--- config.mk ---
export PLATFORM = sky130hd
export DESIGN_NAME = uart_frame
export DESIGN_NICKNAME = d
export VERILOG_FILES = /design/src/rtl/uart_frame_pkg.sv /design/src/rtl/uart_frame_csum.sv /design/src/rtl/uart_frame.sv
export SDC_FILE = /design/constraint.sdc
export NUM_CORES = 1
export LEC_CHECK = 0
export CORE_MARGIN = 5
export CORE_UTILIZATION = 50
export CTS_BUF_LIST = sky130_fd_sc_hd__clkbuf_4 sky130_fd_sc_hd__clkbuf_8
export DETAILED_ROUTE_END_ITERATION = 10
export GPL_TIMING_DRIVEN = 0
export PLACE_DENSITY = 0.88
export SLEW_MARGIN = 15
export SYNTH_ARGS = -nofsm -noshare
export SYNTH_HDL_FRONTEND = slang
export SYNTH_SLANG_ARGS = --single-unit
--- constraint.sdc ---
create_clock -name clk -period 2.72 [get_ports clk]
set_clock_uncertainty 0.05 [all_clocks]
set_input_delay 0.544 -clock clk [delete_from_list [all_inputs] [get_ports clk]]
set_output_delay 0.544 -clock clk [all_outputs]
set_load 0.03 [all_outputs]
--- src/rtl/uart_frame_pkg.sv ---
// uart_frame shared types: FSM state, error codes, checksum width.
// Checksum support is selected by UART_FRAME_CSUM_EN.
package uart_frame_pkg;

    typedef enum logic [1:0] {
        S_RX,
        S_TX_SEND,
        S_TX_WAIT,
        S_TX_DRAIN
    } state_t;

    localparam logic [1:0] ERR_NONE  = 2'd0;
    localparam logic [1:0] ERR_MSGID = 2'd1;
    localparam logic [1:0] ERR_CSUM  = 2'd2;
    localparam logic [1:0] ERR_TRUNC = 2'd3;

    localparam int CSUM_W = 16;

endpackage

--- src/rtl/uart_frame_csum.sv ---
// Resettable 16-bit byte accumulator; clear has priority over add.
// Instantiated by uart_frame only when UART_FRAME_CSUM_EN is defined.
module uart_frame_csum
    import uart_frame_pkg::*;
(
    input  logic              clk,
    input  logic              rst_n,
    input  logic              clr,
    input  logic              add,
    input  logic [7:0]        din,
    output logic [CSUM_W-1:0] sum
);

    always_ff @(posedge clk) begin
        if (!rst_n || clr) begin
            sum <= '0;
        end else if (add) begin
            sum <= sum + CSUM_W'(din);
        end
    end

endmodule

--- src/rtl/uart_frame.sv ---
// Request/response frame engine between UART PHYs and a register bank.
// Define UART_FRAME_CSUM_EN to append/verify a 16-bit byte checksum.
module uart_frame
    import uart_frame_pkg::*;
#(
    parameter int          RX_BYTES       = 10,
    parameter int          TX_BYTES       = 10,
    parameter logic [31:0] MSGID          = 32'h74697277,
    parameter bit          MSGID_CHECK    = 1'b1,
    parameter int          TIMEOUT_CYCLES = 1000
) (
    input  logic                  clk,
    input  logic                  rst_n,
    input  logic [7:0]            rx_byte,
    input  logic                  rx_byte_valid,
    input  logic                  rx_eop,
    input  logic                  tx_busy,
    input  logic [TX_BYTES*8-1:0] tx_data,
    output logic [7:0]            tx_byte,
    output logic                  tx_start,
    output logic [RX_BYTES*8-1:0] rx_data,
    output logic                  sync,
    output logic                  tx_enable,
    output logic [15:0]           err_cnt,
    output logic [1:0]            last_err
);

`ifdef UART_FRAME_CSUM_EN
    localparam int CSUM_BYTES = 2;
`else
    localparam int CSUM_BYTES = 0;
`endif
    localparam int RX_TOTAL = RX_BYTES + CSUM_BYTES;
    localparam int TX_TOTAL = TX_BYTES + CSUM_BYTES;
    localparam int RW       = RX_BYTES * 8;
    localparam int TW       = TX_BYTES * 8;
    localparam int CW       = $clog2(RX_TOTAL + 1);
    localparam int TCW      = $clog2(TX_TOTAL + 1);
    localparam int IW       = $clog2(TIMEOUT_CYCLES + 1);

    state_t         state;
    state_t         state_d;
    logic [CW-1:0]  rx_cnt;
    logic [IW-1:0]  idle_cnt;
    logic [RW-1:0]  rx_shift;
    logic [RW-1:0]  frame_d;
    logic [TW-1:0]  tx_shift;
    logic [TCW-1:0] tx_cnt;
    logic [7:0]     tx_next;
    logic [15:0]    err_cnt_d;
    logic [1:0]     err_code;

    logic rx_act;
    logic strobe;
    logic timed_out;
    logic last_byte;
    logic eop_abort;
    logic rx_abort;
    logic payload_byte;
    logic msgid_bad;
    logic csum_bad;
    logic done;
    logic accept;
    logic reject;
    logic rx_clr;
    logic tx_fire;
    logic tx_shift_en;

    assign rx_act       = (state == S_RX);
    assign strobe       = rx_act && rx_byte_valid;
    assign timed_out    = rx_act && (rx_cnt != '0)
                          && (idle_cnt == IW'(TIMEOUT_CYCLES));
    assign last_byte    = strobe && (rx_cnt == CW'(RX_TOTAL - 1));
    // A final byte wins over a coincident end-of-packet.
    assign eop_abort    = rx_act && rx_eop && (rx_cnt != '0) && !last_byte;
    assign rx_abort     = timed_out || eop_abort;
    assign payload_byte = strobe && (rx_cnt < CW'(RX_BYTES));

    assign frame_d   = payload_byte ? {rx_shift[RW-9:0], rx_byte} : rx_shift;
    assign msgid_bad = MSGID_CHECK && (frame_d[RW-1 -: 32] != MSGID);

    assign done   = last_byte && !timed_out;
    assign accept = done && !msgid_bad && !csum_bad;
    assign reject = rx_abort || (done && !accept);
    assign rx_clr = reject || accept || !rx_act;

`ifdef UART_FRAME_CSUM_EN
    logic [7:0]        ck_hi;
    logic [CSUM_W-1:0] rx_sum;
    logic [CSUM_W-1:0] tx_sum;
    logic              rx_add;
    logic              tx_add;

    assign rx_add   = payload_byte && !rx_abort;
    assign tx_add   = tx_shift_en && (tx_cnt < TCW'(TX_BYTES));
    assign csum_bad = (rx_sum != {ck_hi, rx_byte});

    uart_frame_csum u_rx_csum (
        .clk   (clk),
        .rst_n (rst_n),
        .clr   (rx_clr),
        .add   (rx_add),
        .din   (rx_byte),
        .sum   (rx_sum)
    );

    uart_frame_csum u_tx_csum (
        .clk   (clk),
        .rst_n (rst_n),
        .clr   (accept),
        .add   (tx_add),
        .din   (tx_shift[TW-1 -: 8]),
        .sum   (tx_sum)
    );

    always_comb begin
        tx_next = tx_shift[TW-1 -: 8];
        if (tx_cnt == TCW'(TX_BYTES)) begin
            tx_next = tx_sum[15:8];
        end else if (tx_cnt > TCW'(TX_BYTES)) begin
            tx_next = tx_sum[7:0];
        end
    end

    always_ff @(posedge clk) begin
        if (!rst_n) begin
            ck_hi <= '0;
        end else if (strobe && (rx_cnt == CW'(RX_BYTES))) begin
            ck_hi <= rx_byte;
        end
    end
`else
    assign csum_bad = 1'b0;
    assign tx_next  = tx_shift[TW-1 -: 8];
`endif

    always_comb begin
        err_code = ERR_NONE;
        if (rx_abort) begin
            err_code = ERR_TRUNC;
        end else if (msgid_bad) begin
            err_code = ERR_MSGID;
        end else if (csum_bad) begin
            err_code = ERR_CSUM;
        end
    end

    always_comb begin
        err_cnt_d = err_cnt;
        if (reject && (err_cnt != 16'hFFFF)) begin
            err_cnt_d = err_cnt + 16'd1;
        end
    end

    always_comb begin
        state_d     = state;
        tx_fire     = 1'b0;
        tx_shift_en = 1'b0;
        unique case (state)
            S_RX: begin
                if (accept) begin
                    state_d = S_TX_SEND;
                end
            end
            S_TX_SEND: begin
                if (!tx_busy) begin
                    tx_fire = 1'b1;
                    state_d = S_TX_WAIT;
                end
            end
            S_TX_WAIT: begin
                if (tx_busy) begin
                    tx_shift_en = 1'b1;
                    if (tx_cnt == TCW'(TX_TOTAL - 1)) begin
                        state_d = S_TX_DRAIN;
                    end else begin
                        state_d = S_TX_SEND;
                    end
                end
            end
            S_TX_DRAIN: begin
                if (!tx_busy) begin
                    state_d = S_RX;
                end
            end
            default: state_d = S_RX;
        endcase
    end

    always_ff @(posedge clk) begin
        if (!rst_n) begin
            state <= S_RX;
        end else begin
            state <= state_d;
        end
    end

    always_ff @(posedge clk) begin
        if (!rst_n) begin
            rx_cnt   <= '0;
            idle_cnt <= '0;
            rx_shift <= '0;
        end else if (rx_clr) begin
            rx_cnt   <= '0;
            idle_cnt <= '0;
        end else if (strobe) begin
            rx_cnt   <= rx_cnt + CW'(1);
            idle_cnt <= '0;
            rx_shift <= frame_d;
        end else if (rx_cnt != '0) begin
            idle_cnt <= idle_cnt + IW'(1);
        end
    end

    always_ff @(posedge clk) begin
        if (!rst_n) begin
            tx_shift <= '0;
            tx_cnt   <= '0;
        end else if (accept) begin
            tx_shift <= tx_data;
            tx_cnt   <= '0;
        end else if (tx_shift_en) begin
            tx_shift <= tx_shift << 8;
            tx_cnt   <= tx_cnt + TCW'(1);
        end
    end

    always_ff @(posedge clk) begin
        if (!rst_n) begin
            tx_byte   <= '0;
            tx_start  <= 1'b0;
            rx_data   <= '0;
            sync      <= 1'b0;
            tx_enable <= 1'b0;
            err_cnt   <= '0;
            last_err  <= ERR_NONE;
        end else begin
            sync     <= accept;
            tx_start <= tx_fire;
            err_cnt  <= err_cnt_d;
            if (tx_fire) begin
                tx_byte <= tx_next;
            end
            if (accept) begin
                rx_data   <= frame_d;
                tx_enable <= 1'b1;
            end else if (state == S_TX_DRAIN && !tx_busy) begin
                tx_enable <= 1'b0;
            end
            if (reject) begin
                last_err <= err_code;
            end
        end
    end

endmodule

==> results of run 1 <==
[power by group]
group	switching (mW)	internal [mW]	total (mW)
combinational	0.311	0.234	0.545
clock	1.80	2.39	4.19
sequential	0.0322	4.26	4.29
total	2.14	6.88	9.02
[through the flow]
stage                     hold WS (ns)  instances  utilization, %
final                            0.393       2075            69.2
after global routing             0.394       2075            69.2
after global placement           0.397       1962            60.5
after floorplan                  0.397       1438               -
after detailed placement         0.399       1962            60.5
after CTS                        0.366       2061            67.1
[sequential cells by signal (all words and copies together) (netlist names)]
register	cells
rx_cnt	4
tx_byte	8
tx_enable	1
tx_shift	80
tx_cnt	4
err_cnt	16
state	2
rx_data	80
tx_start	1
sync	1
idle_cnt	10
rx_shift	80
last_err	2
[final cells by class]
class,instances,area (µm²)
flip-flops and latches,289,5800
repair buffers,231,2400
plain buffers,109,713
diodes,1,2.50
multi-input cells,1026,6370
clock buffers,71,933
fillers,1749,7460
inverters,9,33.8
well taps,324,405
clock inverters,15,130
[timing repair]
action | CTS | global route
gates resized for setup | 110 | 90
hold endpoints to repair | 0 | 0
gates cloned | 3 | 7
hold buffers | 0 | 0
pin swaps | 12 | 10
buffers inserted | 12 | 11
endpoints found under the setup margin | 266 | 265
[kinds of logic after synthesis]
kind of cell	synth area share [%]
AO/OA/AOI/OAI	19.0
XOR/XNOR	0.928
adder cells (fa/ha/maj)	0.816
buffers and inverters	4.37
flip-flops	47.2
multiplexers	0.898
AND/OR/NAND/NOR	26.8
[cells in the final DEF, fill, tap and decap left out, types with 4 or more instances in the layout]
master | Yosys | routed
and2_1 | 4 | 4
buf_8 | 0 | 8
clkbuf_4 | 0 | 9
nor2_1 | 24 | 22
nand2b_1 | 7 | 7
nand3_1 | 137 | 96
a21boi_0 | 95 | 90
clkbuf_2 | 0 | 21
clkbuf_1 | 91 | 58
inv_1 | 9 | 9
nand3_2 | 0 | 26
or3_1 | 10 | 9
xor2_1 | 7 | 7
o211a_1 | 119 | 119
nand3_4 | 0 | 15
o211ai_1 | 5 | 5
a21boi_1 | 2 | 5
nor4_1 | 5 | 5
and3_1 | 22 | 22
clkinv_2 | 0 | 11
nor3_1 | 6 | 5
buf_4 | 0 | 15
nand4b_1 | 8 | 8
nand2_1 | 437 | 436
buf_6 | 8 | 17
clkdlybuf4s50_1 | 0 | 200
nand4_1 | 9 | 9
o31ai_1 | 6 | 6
dfxtp_1 | 289 | 285
clkbuf_16 | 0 | 8
or4bb_1 | 6 | 6
mux2i_1 | 11 | 11
nor2b_1 | 14 | 14
xnor2_1 | 6 | 6
o21ai_0 | 13 | 10
clkbuf_8 | 0 | 65
o21a_1 | 18 | 18
buf_12 | 0 | 6
ha_1 | 8 | 8
a21oi_1 | 9 | 8
[layer usage]
layer	part of all wire [%]	vias up	GRT usage (%)
li1	-	5530	-
met1	41	5681	33.8
met2	47	619	42.8
met3	7.9	132	4.93
met4	3.8	0	9.11
met5	0	-	0
[worst max-delay path, cell delays in order, from the launching register on]
cell and delay, ns:
dfxtp_4 0.36, or4bb_1 0.50, or4b_4 0.58, nor4b_4 0.31
a31oi_4 0.10, or2_4 0.28, buf_6 0.14, buf_12 0.14
buf_8 0.13, o211a_1 0.20
[final timing paths]
check	cells after the start	slack (ns)	end	from
max	9	-0.20	tx_shift[42]$_SDFFE_PN0P_	rx_shift[56]$_SDFFE_PN0P_
max reg2reg	9	-0.20	tx_shift[42]$_SDFFE_PN0P_	rx_shift[56]$_SDFFE_PN0P_
min reg2reg	2	0.41	rx_shift[78]$_SDFFE_PN0P_	rx_shift[70]$_SDFFE_PN0P_
min	3	0.39	err_cnt[8]$_SDFFE_PN0P_	rst_n
==> metrics.yaml, run 1 <==
overflow: 0
timing_worst_slew_pin_value_ns: 0.920
maxCapViolations: 0
start_util_pct: 50.6
vias: 12000
cts_max_path_buffers: 3
fin_ws_ns: -0.202
dieArea_um2: 27800
pwr_density_cell_nw_per_um2: 537
coreArea_um2: 24200
status: "finished, violations left"
grt_pass1_wl_um: 59900
fin_crit_sh_pct: 107
cts_made_buffers: 48
die_h_um: 167
fin_nets: 1815
grt_pass1_vias: 11500
synth_cell_types: 54
place.gp.congestion: 0.934
irDropWorstVdd_uv: 388
seq_area_frac_synth_pct: 47.2
fp.dieW_um: 167
synthFlopType: "dfxtp_1"
yosysMostFrequentCell: "nand2_1"
dpl.hpwl_um: 25700
area_delta_synth_final_pct: 36.9
htree_levels: 2
synth_top_area_share_pct: 47.2
fin_area_um2: 16800
dp_slack_ns: -1.02
rows: 57
syn-num-nets: 1539
fin_setup_tns_ns: -16.33
start_kind: "flop"
netlist_instances: 1438
cp.required_ns: 3.11
grt_start_max_net_pins: 13
synth.area.top_cells: "dfxtp_1, nand2_1, o211a_1"
clock-sinks: 289
yosys-top-cells-count: "nand2_1, dfxtp_1, nand3_1"
detail_route.first_pass.iterations: 5
wire_per_inst_um: 18.7
violations: "setup timing"
root_buffer: "clkbuf_8"
rsz0062_at_grt: "yes"
antenna_left: 0
synth_edf_count: 0
worstPathArrival_ns: 3.31
place_area_um2: 14700
hold_viol: 0
ys_seq_elements: 289
drc: 0
num_io_pins: 202
fmax_ghz: 0.342
worstSetupEndpointType: "flop"
synth.avg_cell_area_um2: 8.53
final-setup-viol-count: 152
drv_slew: 0
drive_gt1_share_pct: 13.6
clk-insertion-delay-late_ns: 0.57
min_period_ns: 2.92
slew-limit-headroom_pct: 38.7
synthArstFlopShare_pct: 0
drt_iter0_drc: 1266
clk_transition_reported_paths_ns: 0.07
syn_area_um2: 12300
port_buffers: 200
leakage_nw: 7.13
cts_tree: "yes"
worstSetupPathType: "reg2reg"
hp-class: "in2reg"
yosysWarnings: 0
post-synth-top-area-cell: "dfxtp_1"
viasPerCell: 5.76
antenna_found_initial: 1
path_max_fanout: 10
p_total_mw: 9.02
gr-usage-all-layers_pct: 25.8
wl_um: 38800
Power figures use the tool's default switching activity.
==> run 2, diff against run 1 <==
--- a/config.mk
+++ b/config.mk
@@ -5,12 +5,12 @@
 export SDC_FILE = /design/constraint.sdc
 export NUM_CORES = 1
 export LEC_CHECK = 0
-export CORE_MARGIN = 5
-export CORE_UTILIZATION = 50
+export CORE_MARGIN = 4
+export CORE_UTILIZATION = 55
 export CTS_BUF_LIST = sky130_fd_sc_hd__clkbuf_4 sky130_fd_sc_hd__clkbuf_8
 export DETAILED_ROUTE_END_ITERATION = 10
 export GPL_TIMING_DRIVEN = 0
-export PLACE_DENSITY = 0.88
+export PLACE_DENSITY = 0.91
 export SLEW_MARGIN = 15
 export SYNTH_ARGS = -nofsm -noshare
 export SYNTH_HDL_FRONTEND = slang
==> constraint.sdc (replaced) <==
create_clock -name clk -period 2.8 [get_ports clk]
set_clock_uncertainty 0.05 [all_clocks]
set_input_delay 0.56 -clock clk [delete_from_list [all_inputs] [get_ports clk]]
set_output_delay 0.56 -clock clk [all_outputs]
set_load 0.03 [all_outputs]
==> metrics.yaml, run 2 (synthesis gave the netlist of run 1 again) <==
detail_route.first_pass.iterations: 6
sw_frac_of_total_pct: 23.8
met1Wirelength_um: 15500
maxCapViolations: 0
min_to: "rx_data[53]$_SDFFE_PN0N_"
postCtsHoldBufs: 0
viasPerCell: 6.09
path_max_fanout: 7
fin_nets: 1826
fin_ws_ns: -0.149
overflow: 0
p_clk_share_pct: 46.3
routed.top_layer: "met4"
hold_depth: 1
antenna_found_initial: 0
leakage_nw: 7.29
worstReg2RegStart: "rx_shift[56]$_SDFFE_PN0P_"
timing_worst_slew_pin_value_ns: 0.935
drv_slew: 0
internal_power_mw: 6.68
start_util_pct: 56.0
wire_per_inst_um: 20.0
fp.dieW_um: 157
p_total_mw: 8.76
hp-class: "reg2reg"
fmax_ghz: 0.339
clk_transition_reported_paths_ns: 0.06
p_seq_share_pct: 47.6
cp.required_ns: 3.20
die_h_um: 157
pwr_density_cell_nw_per_um2: 521
status: "finished, violations left"
start_kind: "flop"
antenna_left: 0
clk-insertion-delay-late_ns: 0.57
clock-sinks: 289
drive_gt1_share_pct: 12.7
r2r_slack_ns: -0.15
final-setup-viol-count: 127
grt_pass1_vias: 11400
dp_cells: 1918
root_buffer: "clkbuf_8"
dieArea_um2: 24800
dpl.hpwl_um: 25300
r2r_end: "tx_shift[56]$_SDFFE_PN0P_"
met2_wirelength_um: 19300
irDropWorstVdd_uv: 647
wl_met3_um: 4220
coreArea_um2: 21900
drt_iter0_drc: 1263
final_cell_mix: "nand2_1, dfxtp_1, clkdlybuf4s50_1, o211a_1, nand3_1"
reg2reg_depth: 9
fin_crit_sh_pct: 105
violations: "setup timing"
worstPathArrival_ns: 3.35
wl_um: 41000
hold_viol: 0
cts_max_path_buffers: 3
gr-usage-all-layers_pct: 28.5
place_area_um2: 14600
slew-limit-headroom_pct: 37.6
p_comb_share_pct: 6.2
rsz0062_at_grt: "yes"
min_period_ns: 2.95
worstSetupEndpointType: "flop"
cts_tree: "yes"
port_buffers: 200
drc: 0
place.gp.congestion: 0.911
fin_area_um2: 16800
grt_start_max_net_pins: 12
grt_pass1_wl_um: 57600
cts_made_buffers: 47
vias: 12500
reg.largest.list: "rx_data x80, rx_shift x80, tx_shift x80"
area_delta_synth_final_pct: 37.2
num-fill-cells: 1309
worstSetupPathType: "reg2reg"
fin_cells: 2044
min_from: "rx_data[53]$_SDFFE_PN0N_"
final_common_cell: "nand2_1"
p_sw_mw: 2.08
rows: 54
num_io_pins: 202
htree_levels: 2
run 2: cell types whose count changed in the layout (fill, tap and decap cells not counted), sizes merged:
cell,before,now
clkbuf,161,167
buf,50,54
clkinv,11,15
clkinvlp,2,0
diode,1,2
run 2: worst max path at each step:
| stage | end | from | slack, ns | depth (start not counted) |
|---|---|---|---|---|
| floorplan | tx_shift[70]$_SDFFE_PN0P_ | rx_shift[59]$_SDFFE_PN0P_ | 0.06 | 9 |
| global placement | rx_shift[77]$_SDFFE_PN0P_ | rx_byte_valid | -1.02 | 8 |
| detailed placement | rx_data[41]$_SDFFE_PN0N_ | rx_byte_valid | -0.96 | 9 |
| CTS | tx_shift[17]$_SDFFE_PN0P_ | rx_shift[56]$_SDFFE_PN0P_ | -0.09 | 9 |
| global route | tx_shift[56]$_SDFFE_PN0P_ | rx_shift[59]$_SDFFE_PN0P_ | -0.20 | 9 |
| finish | tx_shift[56]$_SDFFE_PN0P_ | rx_shift[56]$_SDFFE_PN0P_ | -0.15 | 9 |
run 2: metal layers:
metal	vias up	global-route usage [%]
met3	191	6.32
met4	0	11.1
met5	-	0
met2	819	48.2
li1	5565	-
met1	5880	35.4
run 2: through the flow:
| step | setup WS [ns] | hold slack [ns] | util (%) | TNS (ns) |
|---|---|---|---|---|
| floorplan | 0.0586 | 0.397 | - | 0 |
| global placement | -1.02 | 0.395 | 66.8 | -209.07 |
| detailed placement | -0.955 | 0.403 | 66.8 | -195.46 |
| CTS | -0.0918 | 0.415 | 73.1 | -5.45 |
| global route | -0.204 | 0.431 | 76.9 | -19.35 |
| finish | -0.149 | 0.412 | 76.9 | -11.89 |
run 2: power groups by stage:
stage                     clock network [mW]  logic (mW)  registers (mW)
after floorplan                            0       0.218            4.26
after global placement                     0       0.463            4.25
after detailed placement                   0       0.472            4.26
after CTS                               4.04       0.497            4.16
after global routing                    4.23       0.570            4.16
final                                   4.05       0.542            4.17
run 2: cell type report:
type / count / area (µm²) / share of cell area (%)
Multi-Input combinational cell: 1026 / 6160 / 36.6
Sequential cell: 289 / 5800 / 34.4
Timing Repair Buffer: 243 / 2750 / 16.3
Clock buffer: 69 / 925 / 5.49
Buffer: 109 / 679 / 4.04
Tap cell: 280 / 350 / 2.08
Clock inverter: 17 / 135 / 0.803
Inverter: 9 / 33.8 / 0.201
Antenna cell: 2 / 5.00 / 0.0297
run 2: worst max-delay path, stage by stage, from the launching register on:
cell	delay, ns
dfxtp_4	0.35
or4bb_1	0.50
or4b_4	0.58
nor4b_4	0.30
a31oi_4	0.08
or2_4	0.29
buf_8	0.16
buf_12	0.15
clkbuf_16	0.15
o211a_1	0.21
run 2: what timing repair did:
action | CTS | global route
pin swaps | 11 | 11
endpoints found under the setup margin | 259 | 248
buffers inserted | 12 | 11
gates cloned | 3 | 19
gates resized for setup | 70 | 132
